File: src/rtl/imm_gen_pipe_pkg.sv
// Shared widths and one-hot ext_ctrl codes for the immediate generator.
// Defining IMMGEN_RVC_EN widens ext_ctrl to 8 bits and adds CI/CJ.
package imm_gen_pipe_pkg;

  localparam int XLEN_DEF = 32;

`ifdef IMMGEN_RVC_EN
  localparam int EXT_CTRL_W = 8;
`else
  localparam int EXT_CTRL_W = 6;
`endif

  typedef logic [EXT_CTRL_W-1:0] ext_ctrl_t;

  localparam ext_ctrl_t EXT_CTRL_SHAMT = ext_ctrl_t'(1);
  localparam ext_ctrl_t EXT_CTRL_ITYPE = ext_ctrl_t'(2);
  localparam ext_ctrl_t EXT_CTRL_STYPE = ext_ctrl_t'(4);
  localparam ext_ctrl_t EXT_CTRL_UTYPE = ext_ctrl_t'(8);
  localparam ext_ctrl_t EXT_CTRL_BTYPE = ext_ctrl_t'(16);
  localparam ext_ctrl_t EXT_CTRL_JAL   = ext_ctrl_t'(32);
`ifdef IMMGEN_RVC_EN
  localparam ext_ctrl_t EXT_CTRL_CI    = ext_ctrl_t'(64);
  localparam ext_ctrl_t EXT_CTRL_CJ    = ext_ctrl_t'(128);
`endif

endpackage

File: src/rtl/imm_extract.sv
// Combinational field extraction and extension of an instruction immediate.
// IMMGEN_RVC_EN enables the compressed CI and CJ formats.
module imm_extract
  import imm_gen_pipe_pkg::*;
#(
  parameter int XLEN = XLEN_DEF
) (
  input  logic [31:0]           instr,
  input  logic [EXT_CTRL_W-1:0] ext_ctrl,
  output logic [XLEN-1:0]       imm,
  output logic                  err
);

  always_comb begin
    imm = '0;
    err = 1'b0;
    case (ext_ctrl)
      EXT_CTRL_SHAMT:
        imm = (XLEN == 64) ? XLEN'(instr[25:20])
                           : XLEN'(instr[24:20]);
      EXT_CTRL_ITYPE:
        imm = XLEN'($signed(instr[31:20]));
      EXT_CTRL_STYPE:
        imm = XLEN'($signed({instr[31:25], instr[11:7]}));
      EXT_CTRL_UTYPE:
        imm = XLEN'($signed({instr[31:12], 12'b0}));
      EXT_CTRL_BTYPE:
        imm = XLEN'($signed({instr[31], instr[7],
                             instr[30:25], instr[11:8],
                             1'b0}));
      EXT_CTRL_JAL:
        imm = XLEN'($signed({instr[31], instr[19:12],
                             instr[20], instr[30:21],
                             1'b0}));
`ifdef IMMGEN_RVC_EN
      EXT_CTRL_CI:
        imm = XLEN'($signed({instr[12], instr[6:2]}));
      EXT_CTRL_CJ:
        imm = XLEN'($signed({instr[12], instr[8],
                             instr[10:9], instr[6],
                             instr[7], instr[2],
                             instr[11], instr[5:3],
                             1'b0}));
`endif
      // zero-hot and multi-hot selects both land here
      default: err = 1'b1;
    endcase
  end

`ifdef IMMGEN_RVC_EN
  logic unused_bits;
  assign unused_bits = ^instr[1:0];
`else
  logic unused_bits;
  assign unused_bits = ^instr[6:0];
`endif

endmodule

File: src/rtl/imm_gen_pipe.sv
// Pipelined immediate generator with a 2-entry valid/ready elastic buffer.
// IMMGEN_RVC_EN (see package) selects the 8-bit ext_ctrl with CI/CJ.
module imm_gen_pipe
  import imm_gen_pipe_pkg::*;
#(
  parameter int XLEN  = XLEN_DEF,
  parameter int TAG_W = 5,
  parameter int DEPTH = 2
) (
  input  logic                  clk,
  input  logic                  rstn,
  input  logic                  flush,
  input  logic                  in_valid,
  output logic                  in_ready,
  input  logic [31:0]           instr,
  input  logic [EXT_CTRL_W-1:0] ext_ctrl,
  input  logic [TAG_W-1:0]      in_tag,
  output logic                  out_valid,
  input  logic                  out_ready,
  output logic [XLEN-1:0]       imm,
  output logic [TAG_W-1:0]      out_tag,
  output logic                  imm_err
);

  if (DEPTH != 2) begin : g_bad_depth
    $error("imm_gen_pipe: DEPTH must be 2");
  end
  if (XLEN != 32 && XLEN != 64) begin : g_bad_xlen
    $error("imm_gen_pipe: XLEN must be 32 or 64");
  end

  logic [XLEN-1:0]  x_imm;
  logic             x_err;

  imm_extract #(.XLEN(XLEN)) u_extract (
    .instr    (instr),
    .ext_ctrl (ext_ctrl),
    .imm      (x_imm),
    .err      (x_err)
  );

  logic [XLEN-1:0]  imm_q [2];
  logic [TAG_W-1:0] tag_q [2];
  logic [1:0]       err_q;
  logic             wp;
  logic             rp;
  logic [1:0]       cnt;
  logic [XLEN-1:0]  last_imm;
  logic [TAG_W-1:0] last_tag;
  logic             last_err;
  logic             push;
  logic             pop;

  assign in_ready  = (cnt != 2'd2);
  assign out_valid = (cnt != 2'd0);
  assign push = in_valid & in_ready & ~flush;
  assign pop  = out_valid & out_ready & ~flush;

  // an empty buffer keeps presenting whatever was last shown
  always_comb begin
    imm     = last_imm;
    out_tag = last_tag;
    imm_err = last_err;
    if (out_valid) begin
      imm     = imm_q[rp];
      out_tag = tag_q[rp];
      imm_err = err_q[rp];
    end
  end

  always_ff @(posedge clk) begin
    if (!rstn) begin
      wp  <= 1'b0;
      rp  <= 1'b0;
      cnt <= 2'd0;
    end else if (flush) begin
      wp  <= 1'b0;
      rp  <= 1'b0;
      cnt <= 2'd0;
    end else begin
      if (push) wp <= ~wp;
      if (pop)  rp <= ~rp;
      cnt <= cnt + 2'(push) - 2'(pop);
    end
  end

  always_ff @(posedge clk) begin
    if (push) begin
      imm_q[wp] <= x_imm;
      tag_q[wp] <= in_tag;
      err_q[wp] <= x_err;
    end
  end

  always_ff @(posedge clk) begin
    if (!rstn) begin
      last_imm <= '0;
      last_tag <= '0;
      last_err <= 1'b0;
    end else begin
      last_imm <= imm;
      last_tag <= out_tag;
      last_err <= imm_err;
    end
  end

endmodule

File: config.mk
export PLATFORM = sky130hd
export DESIGN_NAME = imm_gen_pipe
export DESIGN_NICKNAME = d
export VERILOG_FILES = /design/src/rtl/imm_gen_pipe_pkg.sv /design/src/rtl/imm_extract.sv /design/src/rtl/imm_gen_pipe.sv
export SDC_FILE = /design/constraint.sdc
export NUM_CORES = 1
export LEC_CHECK = 0
export CAP_MARGIN = 20
export CORE_ASPECT_RATIO = 1.2
export CORE_UTILIZATION = 46
export CTS_CLUSTER_DIAMETER = 200
export DETAILED_ROUTE_END_ITERATION = 10
export DONT_BUFFER_PORTS = 1
export GPL_TIMING_DRIVEN = 0
export PLACE_DENSITY = 0.6
export SETUP_SLACK_MARGIN = 0.4
export SLEW_MARGIN = 20
export SYNTH_ARGS = -nofsm -noshare
export SYNTH_HDL_FRONTEND = slang
export SYNTH_SLANG_ARGS = --single-unit
File: constraint.sdc
create_clock -name clk -period 8.7 [get_ports clk]
set_input_delay 2.175 -clock clk [delete_from_list [all_inputs] [get_ports clk]]
set_output_delay 2.175 -clock clk [all_outputs]
set_load 0.1 [all_outputs]
==> results of run 1 <==
critical path, cell delays in order (launching register included):
cell and delay, ns:
dfxtp_1 0.33, nor2_2 0.27, clkbuf_1 0.68, o21ai_2 0.20, buf_16 0.22
cell usage after synthesis:
cell type	count
a21o_1	8
a21o_2	12
a21oi_1	1
a21oi_2	1
a22o_1	4
a32oi_1	1
and2_1	38
and2b_1	1
and3_1	6
and4_1	1
buf_2	2
buf_4	7
buf_6	7
clkbuf_1	7
dfxtp_1	43
edfxtp_1	76
ha_1	2
inv_1	6
mux2i_1	38
nand2_1	48
nand2b_1	2
nand3b_1	4
nor2_1	11
nor2_2	1
nor2_4	2
nor2b_1	1
nor3_1	4
nor3_2	1
nor4_1	2
nor4_4	1
o2111ai_1	1
o211ai_2	1
o21ai_0	36
o21ai_1	9
o21ai_2	1
xnor2_1	4
xor2_1	3
xor2_2	1
layout make-up:
class | instances | area (um^2) | share of cell area [%]
flip-flops and latches | 119 | 3143 | 45.16
multi-input cells | 246 | 1773 | 25.47
repair buffers | 74 | 1084 | 15.57
clock buffers | 22 | 484.2 | 6.957
plain buffers | 23 | 167.7 | 2.409
well taps | 129 | 161.4 | 2.319
clock inverters | 10 | 125.1 | 1.798
inverters | 6 | 22.52 | 0.3236
routing by layer:
metal / GRT usage, % / share of wire, %
met1: 22.65 / 38
met2: 40.19 / 54
met3: 8.082 / 6.8
met4: 7.761 / 1.1
met5: 0 / 0
flip-flops by register name, summed over array words and instances, names as in the netlist, 2 cells and up, named ones only:
name and flops:
imm_q 64, err_q 2, tag_q 10, last_tag 5, last_imm 32, cnt 2
kinds of logic after synthesis:
| family | count (synthesis) | share of synthesized area, % |
|---|---|---|
| flops | 119 | 63.51 |
| buf+inv | 29 | 3.843 |
| xor+xnor | 8 | 1.568 |
| simple gates | 123 | 13.22 |
| fa+ha+maj | 2 | 0.5056 |
| compound gates | 75 | 9.658 |
| mux | 38 | 7.686 |
through the flow:
step	worst slack [ns]	power, mW
after global routing	4.248	1.537
after detailed placement	4.801	0.7958
final	4.401	1.490
after CTS	4.353	1.503
after global placement	3.088	0.7429
after floorplan	3.689	0.7273
worst max-delay path by stage:
stage / to / cells after the start / from / slack [ns]
detailed placement: imm[12] / 4 / cnt[1] / 4.80
floorplan: imm[10] / 4 / flop / 3.69
CTS: imm[10] / 4 / cnt[1] / 4.35
global route: imm[8] / 4 / cnt[1] / 4.25
finish: imm[10] / 4 / cnt[1] / 4.40
global placement: imm_q[1][18] / 2 / flush / 3.09
where the power goes:
group / internal (mW) / total [mW] / switching (mW)
sequential: 0.613 / 0.616 / 0.00330
clock: 0.476 / 0.706 / 0.230
combinational: 0.0574 / 0.168 / 0.110
total: 1.15 / 1.49 / 0.343
==> results.json, run 1 <==
{
  "status": "finished, final reports clean",
  "path_class": "flop to primary output",
  "drt_wl_total_um": 11070,
  "final_cell_mix": "76 x edfxtp_1, 48 x nand2_1, 43 x dfxtp_1",
  "grt_pass1_wl_um": 17950,
  "setup-violations-final": 0,
  "yosys_warnings": 0,
  "die_y_um": 115.6,
  "vias": 3304,
  "portBuffers": 0,
  "yosysSeqAreaShare_pct": 63.51,
  "finalCritPeriodShare_pct": 49.42,
  "leakage_nw": 2.609,
  "mostFrequentLayoutCell": "edfxtp_1",
  "worst_hold_slack_ns": 0.5550,
  "crit_required_ns": 6.53,
  "hold_class": "flop to flop",
  "hold_depth": 2,
  "core_area_mm2": 0.01052,
  "worst_r2r_endpoint": "imm_q[0][23]",
  "die_x_um": 96.68,
  "rsz0062_at_grt": "no",
  "syn_inst": 394,
  "ys_seq_elements": 119,
  "finalWeightedCongestion": 0.7603,
  "cts_hold_buf": 0,
  "holdCritStartpoint": "rp",
  "ant_nets": 0,
  "htree_num_levels": 4,
  "max_cap_viol_count": 0,
  "syn_nets": 444,
  "antenna_found_initial": 0,
  "final.min_clock_period_ns": 4.299,
  "grt_pass1_vias": 3550,
  "synth_top_area_cell": "edfxtp_1",
  "grtUsageTotal_pct": 21.72,
  "fin_nets": 537,
  "slew_headroom_pct": 20.77,
  "rrSetupSlack_ns": 5.78,
  "fin_util_pct": 66.19,
  "synthTopCellsByArea": "edfxtp_1 46%, dfxtp_1 17%, mux2i_1 7.7%, and2_1 4.8%, o21ai_0 3.6%",
  "powerDensity_mw_per_mm2": 214.0,
  "antennaDiodeCount": 0,
  "final_max_slew_viol_count": 0,
  "ctsResizeCount": 0,
  "drcViolationCount": 0,
  "worst_pin_slew_ns": 1.188,
  "worstSkewPairLatency_ns": 0.41,
  "initial_utilization_pct": 47.06,
  "grt_overflow": 0,
  "cts_made_buffers": 17,
  "area_delta_synth_final_pct": 40.66,
  "cp.arrival_ns": 2.12,
  "cts_root_buffer": "clkbuf_16",
  "grt_max_degree": 22,
  "rows": 41,
  "ir_worst_vdd_v": 0.0001159,
  "clock_sink_count": 119,
  "synth_cell_types": 38,
  "setup_tns_ns": 0,
  "clk_pin_slew_worst_paths_ns": 0.05,
  "clk_path_buf_depth": 2,
  "final.fill_count": 775,
  "finish.instance_area_mm2": 0.006960,
  "synth_area_mm2": 0.004948,
  "drive_above_1_share_pct": 28.80,
  "dieArea_mm2": 0.01118,
  "syn_avg_cell_area_um2": 12.56,
  "postCtsSetupBuffers": 0,
  "dp_hpwl_um": 7857,
  "layout.cells.non_filler": 629,
  "fmax_mhz": 232.6,
  "skew_ns": 0.004807,
  "cp_max_fo": 10,
  "worst-r2r-cell-count": 4,
  "tritoncts": "built",
  "routed_via_density": 5.253,
  "dp_cells": 597,
  "hold_violations": 0,
  "io_pins": 88,
  "startpoint_type": "flop",
  "endpoint_kind": "primary output",
  "synthDominantCellAreaShare_pct": 46.12,
  "drt_first_pass_iters": 5,
  "postPlaceCellArea_mm2": 0.006351,
  "avgRoutedWirePerCell_um": 17.61,
  "r2r_start": "cnt[0]",
  "drt_iter0_drc": 145
}
(Power assumes the default switching activity.)
==> run 2, diff against run 1 <==
Settings changed: PLACE_DENSITY 0.6 to 0.62.
Clock period 8.7 ns to 3.5 ns, I/O delays scaled along.
==> results.json, run 2 (synthesis gave the netlist of run 1 again) <==
{
  "startpoint_type": "flop",
  "htree_num_levels": 4,
  "final.min_clock_period_ns": 2.983,
  "powerDensity_mw_per_mm2": 525.0,
  "fmax_mhz": 335.2,
  "grtUsageTotal_pct": 21.08,
  "io_pins": 88,
  "drcViolationCount": 0,
  "max_cap_viol_count": 0,
  "die_y_um": 115.6,
  "pwr-share-comb_pct": 11.4,
  "dieArea_mm2": 0.01118,
  "core_area_mm2": 0.01052,
  "mostFrequentLayoutCell": "edfxtp_1",
  "grt_overflow": 0,
  "drt_first_pass_iters": 4,
  "regMostFlops": "imm_q",
  "rsz0062_at_grt": "no",
  "tritoncts": "built",
  "switchingPower_mw": 0.8754,
  "path_class": "flop to primary output",
  "cp.arrival_ns": 2.11,
  "cts_made_buffers": 17,
  "fin_nets": 542,
  "hold_violations": 0,
  "area_delta_synth_final_pct": 41.52,
  "die_x_um": 96.68,
  "clk_pin_slew_worst_paths_ns": 0.05,
  "final_max_slew_viol_count": 0,
  "vias": 3315,
  "drt_wl_total_um": 10760,
  "postCtsSetupBuffers": 0,
  "grt_pass1_vias": 3484,
  "layout.cells.non_filler": 635,
  "setup-violations-final": 0,
  "cp_max_fo": 10,
  "ir_worst_vdd_v": 0.0003915,
  "avgRoutedWirePerCell_um": 16.94,
  "finalCritPeriodShare_pct": 85.23,
  "portBuffers": 0,
  "drt_iter0_drc": 127,
  "power_frac_clock_pct": 47.0,
  "slew_headroom_pct": 25.90,
  "grt_max_degree": 26,
  "cts_root_buffer": "clkbuf_16",
  "initial_utilization_pct": 47.06,
  "dp_cells": 598,
  "finish.instance_area_mm2": 0.007003,
  "ctsResizeCount": 0,
  "final_cell_mix": "76 x edfxtp_1, 48 x nand2_1, 43 x dfxtp_1",
  "hold_class": "input pin to flop",
  "dp_hpwl_um": 7763,
  "leakage_nw": 2.605,
  "setup_tns_ns": 0,
  "postPlaceCellArea_mm2": 0.006339,
  "grt_pass1_wl_um": 17440,
  "ant_nets": 0,
  "clk_path_buf_depth": 2,
  "finalWeightedCongestion": 0.8141,
  "slowest_stage": "clkbuf_1",
  "path_cells": "nor2_2 -> clkbuf_1 -> o21ai_2 -> buf_16",
  "worstSkewPairLatency_ns": 0.42,
  "skew_ns": 0.006770,
  "worst_path_dominant_cell_family": "buffers and inverters",
  "slowest_delay_ns": 0.66,
  "largestRegisters": "imm_q x64, last_imm x32, tag_q x10",
  "drive_above_1_share_pct": 28.71,
  "endpoint_kind": "primary output",
  "fin_util_pct": 66.59,
  "routed_via_density": 5.220,
  "switching_share_pct": 23.81,
  "antenna_found_initial": 1,
  "clock_sink_count": 119,
  "crit_required_ns": 2.62,
  "status": "finished, final reports clean",
  "pwr-share-seq_pct": 41.6,
  "cts_hold_buf": 0,
  "worst_pin_slew_ns": 1.111,
  "rows": 41,
  "internal-power_mw": 2.801,
  "largest_register_ffs": 64,
  "path_buf_inv": 2
}
-- run 2: layout make-up --
type,count,area (um^2)
clock buffers,20,446.7
diodes,1,2.502
flip-flops and latches,119,3143
repair buffers,79,1134
plain buffers,23,167.7
inverters,6,22.52
well taps,129,161.4
clock inverters,12,152.6
multi-input cells,246,1773
fillers,746,3513
-- run 2: per-stage QoR --
| step | hold slack [ns] | total power [mW] | worst slack, ns |
|---|---|---|---|
| after floorplan | 0.5165 | 1.810 | -0.1555 |
| after global placement | 0.5382 | 1.847 | -0.4562 |
| after detailed placement | 0.5492 | 1.974 | 0.7190 |
| after CTS | 0.5410 | 3.691 | 0.2816 |
| after global routing | 0.5381 | 3.784 | 0.4276 |
| final | 0.5522 | 3.677 | 0.5171 |
-- run 2: worst reg2reg max path: cells and delay by family (launching register included) --
kind          cells  cell delay [ns]
flops             1             0.36
fa+ha+maj         2             0.59
simple gates      3             1.34
buf+inv           1             0.04
xor+xnor          2             0.32
-- run 2: worst paths after layout --
| check | start | to | slack (ns) | depth (start not counted) |
|---|---|---|---|---|
| hold reg to reg | rp | flop | 0.57 | 2 |
| setup / recovery | cnt[1] | imm[10] | 0.52 | 4 |
| hold / removal | in_tag[3] | tag_q[0][3] | 0.55 | 0 |
| setup reg to reg | cnt[0] | cnt[1] | 0.73 | 8 |
-- run 2: routing by layer --
layer / vias to the layer above / share of wire (%) / GRT usage, %
met5: - / 0 / 0
met4: 0 / 2.8 / 12.04
met3: 25 / 9.0 / 8.263
met2: 115 / 50 / 35.82
met1: 1555 / 38 / 22.63
li1: 1620 / - / -
-- run 2: power groups by stage --
stage / clock (mW) / sequential [mW] / combinational, mW
after floorplan: 0 / 1.56 / 0.253
after global placement: 0 / 1.56 / 0.289
after detailed placement: 0 / 1.56 / 0.415
after CTS: 1.74 / 1.53 / 0.417
after global routing: 1.81 / 1.53 / 0.443
final: 1.73 / 1.53 / 0.419
